**src/rtl/dot_collector.sv**
```systemverilog
// Per-frame pellet collision scanner: walks the pellet table once per frame,
// raising sticky kill bits, accumulating a saturating score and a level-clear flag.
module dot_collector #(
  parameter int N_DOTS     = 16,
  parameter int HIT_RADIUS = 8,
  parameter int POINTS     = 10,
  parameter int SCORE_W    = 16
) (
  input  logic                  Clk,
  input  logic                  Reset,
  input  logic                  frame_start,
  input  logic [9:0]            PlayerX,
  input  logic [9:0]            PlayerY,
  input  logic [10*N_DOTS-1:0]  dot_x,
  input  logic [10*N_DOTS-1:0]  dot_y,
  input  logic [N_DOTS-1:0]     dot_alive,
  output logic [N_DOTS-1:0]     kill,
  output logic [SCORE_W-1:0]    score,
  output logic                  eat_pulse,
  output logic                  busy,
  output logic                  level_clear
);

  localparam int IDX_W = (N_DOTS > 1) ? $clog2(N_DOTS) : 1;
  localparam int SUM_W = SCORE_W + 32;
  localparam logic [21:0]      R2        = 22'(HIT_RADIUS * HIT_RADIUS);
  localparam logic [IDX_W-1:0] LAST_IDX  = IDX_W'(N_DOTS - 1);
  localparam logic [SUM_W-1:0] SCORE_MAX = SUM_W'({SCORE_W{1'b1}});

  typedef enum logic [1:0] {S_IDLE, S_LATCH, S_SCAN, S_DONE} state_t;

  state_t               state_q, state_d;
  logic [IDX_W-1:0]     idx_q, idx_d;
  logic [9:0]           px_q, px_d, py_q, py_d;
  logic [N_DOTS-1:0]    kill_q, kill_d;
  logic [SCORE_W-1:0]   score_q, score_d;
  logic                 eat_q, eat_d;
  logic                 busy_q, busy_d;
  logic                 clear_q, clear_d;

  logic [9:0]           cur_x, cur_y;
  logic signed [10:0]   dx, dy;
  logic signed [21:0]   dx_w, dy_w;
  logic [21:0]          dist2;
  logic                 hit;
  logic [SUM_W-1:0]     score_sum;
  logic [SCORE_W-1:0]   score_sat;

  assign cur_x = dot_x[idx_q*10 +: 10];
  assign cur_y = dot_y[idx_q*10 +: 10];
  assign dx    = $signed({1'b0, cur_x}) - $signed({1'b0, px_q});
  assign dy    = $signed({1'b0, cur_y}) - $signed({1'b0, py_q});
  assign dx_w  = 22'(dx);
  assign dy_w  = 22'(dy);
  // |d| <= 1023, so dx^2 + dy^2 < 2^21 and the 22-bit sum never wraps
  assign dist2 = $unsigned(dx_w * dx_w) + $unsigned(dy_w * dy_w);
  assign hit   = dot_alive[idx_q] && !kill_q[idx_q] && (dist2 <= R2);

  assign score_sum = SUM_W'(score_q) + SUM_W'(POINTS);
  assign score_sat = (score_sum > SCORE_MAX) ? {SCORE_W{1'b1}} : score_sum[SCORE_W-1:0];

  always_comb begin
    state_d = state_q;
    idx_d   = idx_q;
    px_d    = px_q;
    py_d    = py_q;
    kill_d  = kill_q;
    score_d = score_q;
    eat_d   = 1'b0;
    clear_d = clear_q;
    case (state_q)
      S_IDLE: begin
        if (frame_start) state_d = S_LATCH;
      end
      S_LATCH: begin
        px_d    = PlayerX;
        py_d    = PlayerY;
        idx_d   = '0;
        state_d = S_SCAN;
      end
      S_SCAN: begin
        if (hit) begin
          kill_d[idx_q] = 1'b1;
          score_d       = score_sat;
          eat_d         = 1'b1;
        end
        if (idx_q == LAST_IDX) state_d = S_DONE;
        else                   idx_d   = idx_q + 1'b1;
      end
      S_DONE: begin
        if ((dot_alive & ~kill_q) == '0) clear_d = 1'b1;
        state_d = S_IDLE;
      end
      default: state_d = S_IDLE;
    endcase
    busy_d = (state_d != S_IDLE);
  end

  always_ff @(posedge Clk) begin
    if (!Reset) begin
      state_q <= S_IDLE;
      idx_q   <= '0;
      px_q    <= '0;
      py_q    <= '0;
      kill_q  <= '0;
      score_q <= '0;
      eat_q   <= 1'b0;
      busy_q  <= 1'b0;
      clear_q <= 1'b0;
    end else begin
      state_q <= state_d;
      idx_q   <= idx_d;
      px_q    <= px_d;
      py_q    <= py_d;
      kill_q  <= kill_d;
      score_q <= score_d;
      eat_q   <= eat_d;
      busy_q  <= busy_d;
      clear_q <= clear_d;
    end
  end

  assign kill        = kill_q;
  assign score       = score_q;
  assign eat_pulse   = eat_q;
  assign busy        = busy_q;
  assign level_clear = clear_q;

endmodule

```
**config.mk**
```make
export PLATFORM = sky130hd
export DESIGN_NAME = dot_collector
export DESIGN_NICKNAME = d
export VERILOG_FILES = /design/src/rtl/dot_collector.sv
export SDC_FILE = /design/constraint.sdc
export NUM_CORES = 1
export LEC_CHECK = 0
export ABC_AREA = 1
export CORE_MARGIN = 5
export CORE_UTILIZATION = 35
export CTS_CLUSTER_SIZE = 24
export DETAILED_ROUTE_END_ITERATION = 8
export PLACE_DENSITY_LB_ADDON = 0.25
export SYNTH_ARGS = -nofsm -noshare
export SYNTH_HDL_FRONTEND = slang
export SYNTH_SLANG_ARGS = --single-unit
```
**constraint.sdc**
```tcl
create_clock -name Clk -period 12.5 [get_ports Clk]
set_clock_uncertainty 0.1 [all_clocks]
set_input_delay 2.5 -clock Clk [delete_from_list [all_inputs] [get_ports Clk]]
set_output_delay 2.5 -clock Clk [all_outputs]
set_load 0.05 [all_outputs]
```
==> run summary, run 1 <==
LOGIC SYNTHESIS
----------------------------------------------------------------------------------------
Warning count from the yosys run                                                       0
Post-synth cell types                                                                 49
Top FF cell, synth                                                          sky130_fd_sc_hd__dfxtp_1
Share of synthesized area occupied by flip-flops and latches                       8.02%
Biggest area consumer among synthesized cells                               sky130_fd_sc_hd__fa_1
Flip-flop and latch count after synthesis                                             61
Number of enable-type register cells in the synthesized netlist                        0
Synth Area per Inst                                                           7.10 sq um
Top area cells in the synthesized netlist                                   sky130_fd_sc_hd__fa_1 (31%), sky130_fd_sc_hd__inv_1 (11%), sky130_fd_sc_hd__ha_1 (9.2%)
Post-synth ARST share                                                                 0%
Top-area cell type share of the netlist area                                       31.0%
Post-Synthesis Cells                                                                2144
Cell area after synthesis                                                   0.0152 sq mm
Syn_nets                                                                            2851

WORST HOLD PATH
----------------------------------------------------------------------------------------
Hold Path Stages                                                                       2
End point of the worst hold path                                                 py_q[5]
Hold Crit Start                                                                  py_q[5]
Path type of the worst min-delay path                                            reg2reg

ROUTE
----------------------------------------------------------------------------------------
Number of vias in the routed layout                                                15665
Aggregate routed wire length                                                60900 microns
Iteration-0 DRC count of the detailed router                                        1104
Number of remaining DRC errors                                                         0
First-pass detailed-route iteration total                                              5
Via count normalized by instance count                                              5.01
Routed wirelength normalized by instance count                              19.5 microns
Detail Route Antenna Nets                                                              0

CTS
----------------------------------------------------------------------------------------
Clock H-tree levels                                                                    3
Root buffer cell                                                            sky130_fd_sc_hd__clkbuf_16
Clk pin slew, worst setup/hold paths                                             0.06 ns
Hold_buf cts                                                                           0
CTS Buf Count                                                                          9
CTS max path bufs                                                                      2
Clock sink count                                                                      61
Clock latency at the later pin of the worst-skew pair                            0.34 ns
CTS tree                                                                            done

FINISH
----------------------------------------------------------------------------------------
Nets                                                                                3237
Filler Cell Count                                                                   4304
Area Growth Syn to Fin                                                             36.1%
Fraction of the core area covered by cells at the end of the flow                  48.1%
Footprint of the multi-input gates                                          0.0122 sq mm
Flip-flop and latch area                                                    0.00123 sq mm
Share of post-route cells with drive strength above 1                              7.06%
Post-route standard cell area excluding fillers                             0.0207 sq mm

JOB
----------------------------------------------------------------------------------------
Number of max-capacitance violations reported                                          0

TIMING
----------------------------------------------------------------------------------------
Setup violation total in the final timing report                                       0
Max frequency                                                                 0.0834 GHz
Measured slew at the worst slew-check pin                                        1.15 ns
Worst rel slew slack                                                               23.0%
Clock period minus worst slack                                                  11.99 ns
Final critical-path setup slack                                                 0.511 ns
Final max-slew violation count                                                         0
Hold Fails Final Rpt                                                                   0
Portion of the clock cycle consumed by the worst path in the final layout          95.9%

GRT
----------------------------------------------------------------------------------------
Maximum number of pins on one net before global-route repair                         145
Via count of the first global-routing pass                                         16172
Overall track demand over capacity in global routing                               25.2%
First-pass GRT wire length                                                  94000 microns
Initial antenna violation count                                                        8
Overflow left after global routing                                                     0

WORST SETUP PATH
----------------------------------------------------------------------------------------
Critical Path Source Type                                                     input port
Delay of the slowest cell on the worst path                                      0.65 ns
Type of element capturing the critical path                                    flip-flop
Data arrival time at the worst-slack endpoint                                   12.16 ns
Data required time at the worst endpoint                                        12.68 ns
Slowest-stage cell, CP                                                      sky130_fd_sc_hd__fa_2
Setup slack of the most critical reg-to-reg path                                 1.71 ns
Reg-to-reg endpoint                                                              kill[0]
Cell occurring most often along the worst timing path                       sky130_fd_sc_hd__fa_1
Register-to-Register Path Depth                                                       45
Worst setup path category                                                         in2reg
Worst-path maximum fanout                                                             19
Critical register-to-register path startpoint                                   idx_q[1]

FLOORPLANNING
----------------------------------------------------------------------------------------
Num ports                                                                            394
Area of the core region                                                     0.0431 sq mm
Floorplan die area                                                          0.0478 sq mm
Die span in x                                                                219 microns
Total number of placement rows                                                        76
Initial core utilization                                                           35.3%
Y dimension of the die                                                       219 microns

OUTCOME
----------------------------------------------------------------------------------------
Status                                                                         completed

PLACEMENT
----------------------------------------------------------------------------------------
Global placer's final weighted congestion                                          0.934
Buffers added on ports                                                               393
Post-Place Setup Slack                                                         -0.369 ns
Instance area at placement                                                  0.0201 sq mm
Detailed placer's ending HPWL                                               51100 microns

==> logic make-up (layout without fill, tap and decap cells) <==
logic type | after synthesis | in the layout | share of synthesized area (%)
AOI/OAI and AO/OA | 398 | 398 | 14.8
DFF | 61 | 61 | 8.02
and+or+nand+nor | 753 | 754 | 20.8
buffers and inverters | 534 | 924 | 13.3
adders and majority gates | 348 | 348 | 40.3
xor gates and xnor gates | 50 | 50 | 2.88
other | 0 | 5 | 0
==> worst max-delay path, delay by kind of cell <==
| family | cells | cell delay, ns |
|---|---|---|
| adder cells (fa/ha/maj) | 10 | 4.88 |
| AO/OA/AOI/OAI | 12 | 1.94 |
| buffers and inverters | 10 | 1.46 |
| AND/OR/NAND/NOR | 11 | 1.37 |
==> metrics by stage <==
step	cells	TNS, ns	hold WS [ns]
final	3125	0	0.362
after global routing	3125	-0.0212	0.380
after CTS	3107	0	0.365
after detailed placement	3091	-8.71	0.356
after global placement	3091	-4.71	0.352
after floorplan	2144	0	0.335
==> how the worst max path moves through the flow <==
stage / depth (start not counted) / slack (ns) / end / startpoint
floorplan: 49 / 0.82 / score[8] / dot_y[50]
CTS: 45 / 0.04 / score[5] / dot_y[90]
global placement: 43 / -0.23 / score[1] / dot_x[130]
global route: 49 / -0.02 / kill[2] / dot_x[50]
finish: 43 / 0.51 / kill[0] / dot_x[60]
detailed placement: 43 / -0.37 / score[5] / dot_x[50]
==> cell type report <==
class,instances,share of cell area (%)
antenna,5,0.0604
clock buffer,10,1.11
clock inverter,6,0.417
inverter,439,7.98
multi-input combinational,1550,58.7
sequential,61,5.92
tap,585,3.53
timing repair buffer,469,22.3
==> synth_stat cells (8+ instances only) <==
cell,n
sky130_fd_sc_hd__nand3_1,48
sky130_fd_sc_hd__ha_1,112
sky130_fd_sc_hd__nor3_1,8
sky130_fd_sc_hd__xnor2_1,25
sky130_fd_sc_hd__clkbuf_1,85
sky130_fd_sc_hd__xor2_1,25
sky130_fd_sc_hd__o22ai_2,8
sky130_fd_sc_hd__fa_1,236
sky130_fd_sc_hd__nor2_1,315
sky130_fd_sc_hd__o21ai_0,199
sky130_fd_sc_hd__o22ai_1,88
sky130_fd_sc_hd__a21oi_1,70
sky130_fd_sc_hd__dfxtp_1,61
sky130_fd_sc_hd__nand4_1,48
sky130_fd_sc_hd__or2_2,12
sky130_fd_sc_hd__inv_1,434
sky130_fd_sc_hd__nand2_1,295
==> routing by layer <==
metal,up-vias,wire (microns),track usage (%)
li1,7507,-,-
met1,7583,26300,33.8
met2,521,29900,43.8
met3,48,3680,3.71
met4,6,983,4.77
met5,-,47,0
==> timing repair <==
item,4_1_cts,5_1_grt
pin swaps,0,17
gates resized for setup,1,56
setup endpoints to repair,15,33
gates cloned,0,3
buffers inserted,0,10
endpoints found under the hold margin,0,0
==> registers in the layout, summed over array words and instances, names as in the netlist <==
register and count:
state_q 2, py_q 10, score 16, kill 16
level_clear 1, busy 1, eat_pulse 1, idx_q 4
px_q 10
==> cells in the final DEF (no fill, tap or decap), types with 48 or more instances in the layout <==
cell type / count
sky130_fd_sc_hd__inv_1: 427
sky130_fd_sc_hd__clkdlybuf4s50_1: 393
sky130_fd_sc_hd__nor2_1: 299
sky130_fd_sc_hd__nand2_1: 294
sky130_fd_sc_hd__fa_1: 232
sky130_fd_sc_hd__o21ai_0: 193
sky130_fd_sc_hd__ha_1: 107
sky130_fd_sc_hd__o22ai_1: 88
sky130_fd_sc_hd__buf_4: 66
sky130_fd_sc_hd__a21oi_1: 61
sky130_fd_sc_hd__dfxtp_1: 59
sky130_fd_sc_hd__nand4_1: 48
sky130_fd_sc_hd__nand3_1: 48
Power of run 1 is left out: the tool's default activity adds up to more than one toggle a clock period on the data nets, which glitch-free logic cannot reach.
==> run 2: changes to the inputs <==
- CORE_MARGIN: 5 -> 3
==> run 2 against run 1 <==
Compared with the run above: final area is 0.95% lower; critical path depth is 4 lower; global-route usage is 0.41 points lower; count of clock-buffer cells in the layout stayed put; via count is 0.63% lower; cell count is 0.96% lower; worst hold slack better by 0.0020 ns; routed wire length is 4.2% lower; die area is 3.6% lower.
==> run summary, run 2 (synthesis gave the netlist of run 1 again) <==
WORST SETUP PATH
----------------------------------------------------------------------------------------
Worst setup path category                                                         in2reg
Worst-path maximum fanout                                                              7
Critical path's top delay family                                             adder cells
Critical Path Source Type                                                     input port
Cell occurring most often along the worst timing path                       sky130_fd_sc_hd__fa_1
Delay of the slowest cell on the worst path                                      0.56 ns
Data required time at the worst endpoint                                        12.67 ns
Type of element capturing the critical path                                    flip-flop
Register-to-Register Path Depth                                                       40
CP Depth                                                                              39
Critical register-to-register path startpoint                                   idx_q[0]
Start point of the critical path                                               dot_y[12]
WP buf/inv                                                                             7
Slowest-stage cell, CP                                                      sky130_fd_sc_hd__fa_1
Data arrival time at the worst-slack endpoint                                   12.26 ns

TIMING
----------------------------------------------------------------------------------------
Clock period minus worst slack                                                  12.09 ns
Final critical-path setup slack                                                 0.409 ns
Final max-slew violation count                                                         0
Portion of the clock cycle consumed by the worst path in the final layout          96.7%
Max frequency                                                                 0.0827 GHz
Hold Fails Final Rpt                                                                   0
Measured slew at the worst slew-check pin                                        1.07 ns
Worst rel slew slack                                                               28.6%
Setup violation total in the final timing report                                       0
Setup TNS after final layout                                                        0 ns

FLOORPLANNING
----------------------------------------------------------------------------------------
Total number of placement rows                                                        75
Die span in x                                                                215 microns
Initial core utilization                                                           35.9%
Area of the core region                                                     0.0424 sq mm
Floorplan die area                                                          0.0460 sq mm
Num ports                                                                            394
Y dimension of the die                                                       215 microns

CTS
----------------------------------------------------------------------------------------
Clock sink count                                                                      61
Root buffer cell                                                            sky130_fd_sc_hd__clkbuf_16
CTS max path bufs                                                                      2
CTS Buf Count                                                                          9
Clock latency at the later pin of the worst-skew pair                            0.34 ns
CTS tree                                                                            done
Clock H-tree levels                                                                    3
Clk pin slew, worst setup/hold paths                                             0.06 ns
Hold_buf cts                                                                           0

OUTCOME
----------------------------------------------------------------------------------------
Status                                                                         completed

FINISH
----------------------------------------------------------------------------------------
Flip-flop and latch area                                                    0.00123 sq mm
Nets                                                                                3217
Filler Cell Count                                                                   4329
Share of post-route cells with drive strength above 1                              6.20%
Most frequent cells in the layout                                           sky130_fd_sc_hd__inv_1 (429), sky130_fd_sc_hd__clkdlybuf4s50_1 (393), sky130_fd_sc_hd__nor2_1 (298), sky130_fd_sc_hd__nand2_1 (293), sky130_fd_sc_hd__fa_1 (233)
Fraction of the core area covered by cells at the end of the flow                  48.4%
Area Growth Syn to Fin                                                             34.8%
Post-route standard cell area excluding fillers                             0.0205 sq mm
Most common cell after layout, fill and taps aside                          sky130_fd_sc_hd__inv_1
Footprint of the multi-input gates                                          0.0122 sq mm

ROUTE
----------------------------------------------------------------------------------------
Routed wirelength normalized by instance count                              18.8 microns
Number of remaining DRC errors                                                         0
Number of vias in the routed layout                                                15566
Aggregate routed wire length                                                58300 microns
Detail Route Antenna Nets                                                              0
Via count normalized by instance count                                              5.03
First-pass detailed-route iteration total                                              5
Iteration-0 DRC count of the detailed router                                        1086

WORST HOLD PATH
----------------------------------------------------------------------------------------
Hold Path Stages                                                                       2
Hold Crit Start                                                              level_clear
Path type of the worst min-delay path                                            reg2reg

PLACEMENT
----------------------------------------------------------------------------------------
Detailed placer's ending HPWL                                               49500 microns
Buffers added on ports                                                               393
Global placer's final weighted congestion                                          0.944
Instance area at placement                                                  0.0200 sq mm
Post-Place Setup Slack                                                         -0.451 ns

GRT
----------------------------------------------------------------------------------------
Overflow left after global routing                                                     0
Via count of the first global-routing pass                                         15966
Initial antenna violation count                                                        6
Overall track demand over capacity in global routing                               24.8%
First-pass GRT wire length                                                  90400 microns
Maximum number of pins on one net before global-route repair                         153

JOB
----------------------------------------------------------------------------------------
Number of max-capacitance violations reported                                          0

run 2: cell types whose count changed in the layout (fill, tap and decap cells not counted), moves of 3 or more:
| cell | before | now |
|---|---|---|
| sky130_fd_sc_hd__a21oi_1 | 61 | 66 |
| sky130_fd_sc_hd__a21oi_2 | 11 | 6 |
| sky130_fd_sc_hd__buf_4 | 66 | 50 |
| sky130_fd_sc_hd__clkinvlp_4 | 3 | 0 |
| sky130_fd_sc_hd__ha_1 | 107 | 110 |
| sky130_fd_sc_hd__ha_2 | 4 | 1 |
| sky130_fd_sc_hd__o22ai_1 | 88 | 85 |
| sky130_fd_sc_hd__o22ai_2 | 8 | 11 |
run 2: worst register-to-register path: cells and delay by family (launching register included):
family / cells / cell delay, ns
AOI/OAI and AO/OA: 12 / 2.21
adders and majority gates: 9 / 4.25
and+or+nand+nor: 11 / 1.91
buffers and inverters: 8 / 1.90
DFF: 1 / 0.47
run 2: path summary, 6_finish.rpt:
kind / to / slack (ns)
worst max-delay path: kill[4] / 0.41
worst min-delay path: level_clear / 0.36
worst max register to register: kill[4] / 1.58
worst min register to register: level_clear / 0.36
run 2: timing repair:
action	in CTS	in global routing
hold endpoints to repair	0	0
setup buffers	0	1
pin swaps	0	11
resized for setup	2	53
cloned	0	2
endpoints found under the setup margin	16	32
run 2: area by class of cell:
class	count	area share, %
flip-flops and latches	61	5.98
clock buffers	10	1.16
well taps	577	3.52
inverters	439	8.06
repair buffers	450	21.7
diodes	3	0.0366
multi-input cells	1549	59.3
clock inverters	6	0.305
run 2: per-stage QoR:
stage / hold slack (ns) / cells
final: 0.364 / 3095
after global routing: 0.376 / 3095
after CTS: 0.355 / 3089
after detailed placement: 0.345 / 3073
after global placement: 0.350 / 3073
after floorplan: 0.335 / 2144
run 2: per-layer routing:
metal	share of wire, %	track usage [%]	wire length (microns)
met1	44	33.2	25500
met3	5.6	3.09	3290
met5	0.093	0	54
met4	2.2	5.32	1260
met2	48	43.1	28200
Power of run 2 is left out for the same reason.
==> run 3: changes to the inputs <==
- PLACE_DENSITY: not set -> 0.69
- PLACE_DENSITY_LB_ADDON: 0.25 -> not set
==> run 3 against run 2 <==
Compared with the run above: utilization up 0.19 points; first-iteration DRC count increased by 19%; cell count grew 0.84%; sequential share of layout area about the same; critical endpoint is now score[14].
==> run summary, run 3 (synthesis gave the netlist of run 1 again) <==
OUTCOME
----------------------------------------------------------------------------------------
Status                                                                         completed

TIMING
----------------------------------------------------------------------------------------
Worst rel slew slack                                                               27.7%
Clock period minus worst slack                                                  11.93 ns
Setup violation total in the final timing report                                       0
Measured slew at the worst slew-check pin                                        1.08 ns
Final max-slew violation count                                                         0
Hold Fails Final Rpt                                                                   0
Max frequency                                                                 0.0839 GHz
Portion of the clock cycle consumed by the worst path in the final layout          95.4%

ROUTE
----------------------------------------------------------------------------------------
First-pass detailed-route iteration total                                              5
Iteration-0 DRC count of the detailed router                                        1287
Via count normalized by instance count                                              5.10
Detail Route Antenna Nets                                                              0
Aggregate routed wire length                                                56300 microns
Number of vias in the routed layout                                                15925
Routed wirelength normalized by instance count                              18.0 microns
Number of remaining DRC errors                                                         0

PLACEMENT
----------------------------------------------------------------------------------------
Detailed placer's ending HPWL                                               48000 microns
Buffers added on ports                                                               393
Global placer's final weighted congestion                                          0.932
Placed cell count                                                                   3104

FINISH
----------------------------------------------------------------------------------------
Number of standard cells in the layout, taps in and fillers out                     3121
Filler Cell Count                                                                   4150
Nets                                                                                3245
Most common cell after layout, fill and taps aside                          sky130_fd_sc_hd__inv_1
Area Growth Syn to Fin                                                             35.4%
Most frequent cells in the layout                                           sky130_fd_sc_hd__inv_1 (431), sky130_fd_sc_hd__clkdlybuf4s50_1 (393), sky130_fd_sc_hd__nor2_1 (306), sky130_fd_sc_hd__nand2_1 (293), sky130_fd_sc_hd__fa_1 (235)
Share of post-route cells with drive strength above 1                              6.57%

JOB
----------------------------------------------------------------------------------------
Number of max-capacitance violations reported                                          0

GRT
----------------------------------------------------------------------------------------
Overall track demand over capacity in global routing                               24.2%
Global-route met1 utilization                                                      31.4%
Met2 Usage GRT                                                                     41.9%
Busiest metal layer after global routing                                            met2
Initial antenna violation count                                                        4
Met3 track demand over resource in global routing                                  4.69%
Via count of the first global-routing pass                                         16563
First-pass GRT wire length                                                  89400 microns
Maximum number of pins on one net before global-route repair                         107
Overflow left after global routing                                                     0

CTS
----------------------------------------------------------------------------------------
Clock H-tree levels                                                                    3
Root buffer cell                                                            sky130_fd_sc_hd__clkbuf_16
Clock latency at the later pin of the worst-skew pair                            0.34 ns
CTS tree                                                                            done
CTS max path bufs                                                                      2
Clock sink count                                                                      61
CTS Buf Count                                                                          9
Number of buffers added for setup after CTS                                            0
Clk pin slew, worst setup/hold paths                                             0.06 ns
Post-cts gate resize count                                                             0
Hold_buf cts                                                                           0

WORST SETUP PATH
----------------------------------------------------------------------------------------
Data arrival time at the worst-slack endpoint                                   12.00 ns
Type of element capturing the critical path                                    flip-flop
Delay of the slowest cell on the worst path                                      0.63 ns
Worst setup path category                                                         in2reg
Cell occurring most often along the worst timing path                       sky130_fd_sc_hd__fa_1
Critical path's top delay family                                             adder cells
Data required time at the worst endpoint                                        12.57 ns
WP buf/inv                                                                            10
Slowest-stage cell, CP                                                      sky130_fd_sc_hd__fa_1
Critical Path Source Type                                                     input port
Worst-path maximum fanout                                                             15

FLOORPLANNING
----------------------------------------------------------------------------------------
Floorplan die area                                                          0.0460 sq mm
Initial core utilization                                                           35.9%
Die span in x                                                                215 microns
Area of the core region                                                     0.0424 sq mm
Num ports                                                                            394
Total number of placement rows                                                        75
Y dimension of the die                                                       215 microns

WORST HOLD PATH
----------------------------------------------------------------------------------------
Path type of the worst min-delay path                                            reg2reg

## run 3: cell count changes in the layout (fill, tap and decap cells not counted), sizes merged
cell | previous run | this run
clkinvlp | 0 | 1
clkinv | 8 | 5
buf | 55 | 85
inv | 436 | 438
bufinv | 1 | 2
diode | 3 | 1
clkbuf | 12 | 9
## run 3: final cells by class
cell class	instances	area (sq um)	share of cell area, %
inverters	439	1650	8.01
well taps	577	722	3.50
diodes	1	2.50	0.0121
clock inverters	7	98.8	0.480
clock buffers	9	225	1.09
multi-input cells	1549	12100	58.6
repair buffers	478	4610	22.4
flip-flops and latches	61	1230	5.95
## run 3: worst reg2reg max path, delay by kind of cell, from the launching register on
kind	cells	cell delay, ns
buffers and inverters	12	2.07
AOI/OAI and AO/OA	11	1.66
adders and majority gates	9	4.39
xor gates and xnor gates	1	0.17
DFF	1	0.78
and+or+nand+nor	15	1.73
## run 3: path summary, 6_finish.rpt
check | from | endpoint | slack (ns) | cells after the start
hold / removal | level_clear | level_clear | 0.36 | 2
hold reg to reg | level_clear | level_clear | 0.36 | 2
setup reg to reg | idx_q[0] | score[14] | 1.48 | 48
setup / recovery | dot_y[50] | score[14] | 0.57 | 46
## run 3: through the flow
stage                     TNS [ns]  setup slack [ns]  utilization (%)  cell area [sq um]  hold slack (ns)
final                            0             0.574             48.6              20600            0.358
after global placement      -0.773           -0.0558             47.6              20200            0.345
after detailed placement     -5.69            -0.284             47.6              20200            0.347
after floorplan                  0             0.817                -              15200            0.335
after CTS                        0            0.0234             48.4              20500            0.356
after global routing       -0.0469           -0.0181             48.6              20600            0.387
## run 3: layer usage
layer | routed length [microns] | part of all wire (%) | vias up
met4 | 1050 | 1.9 | 4
met3 | 4310 | 7.7 | 84
met1 | 23700 | 42 | 7686
met5 | 34 | 0.060 | -
li1 | - | - | 7516
met2 | 27200 | 48 | 635
Power of run 3 is left out for the same reason.
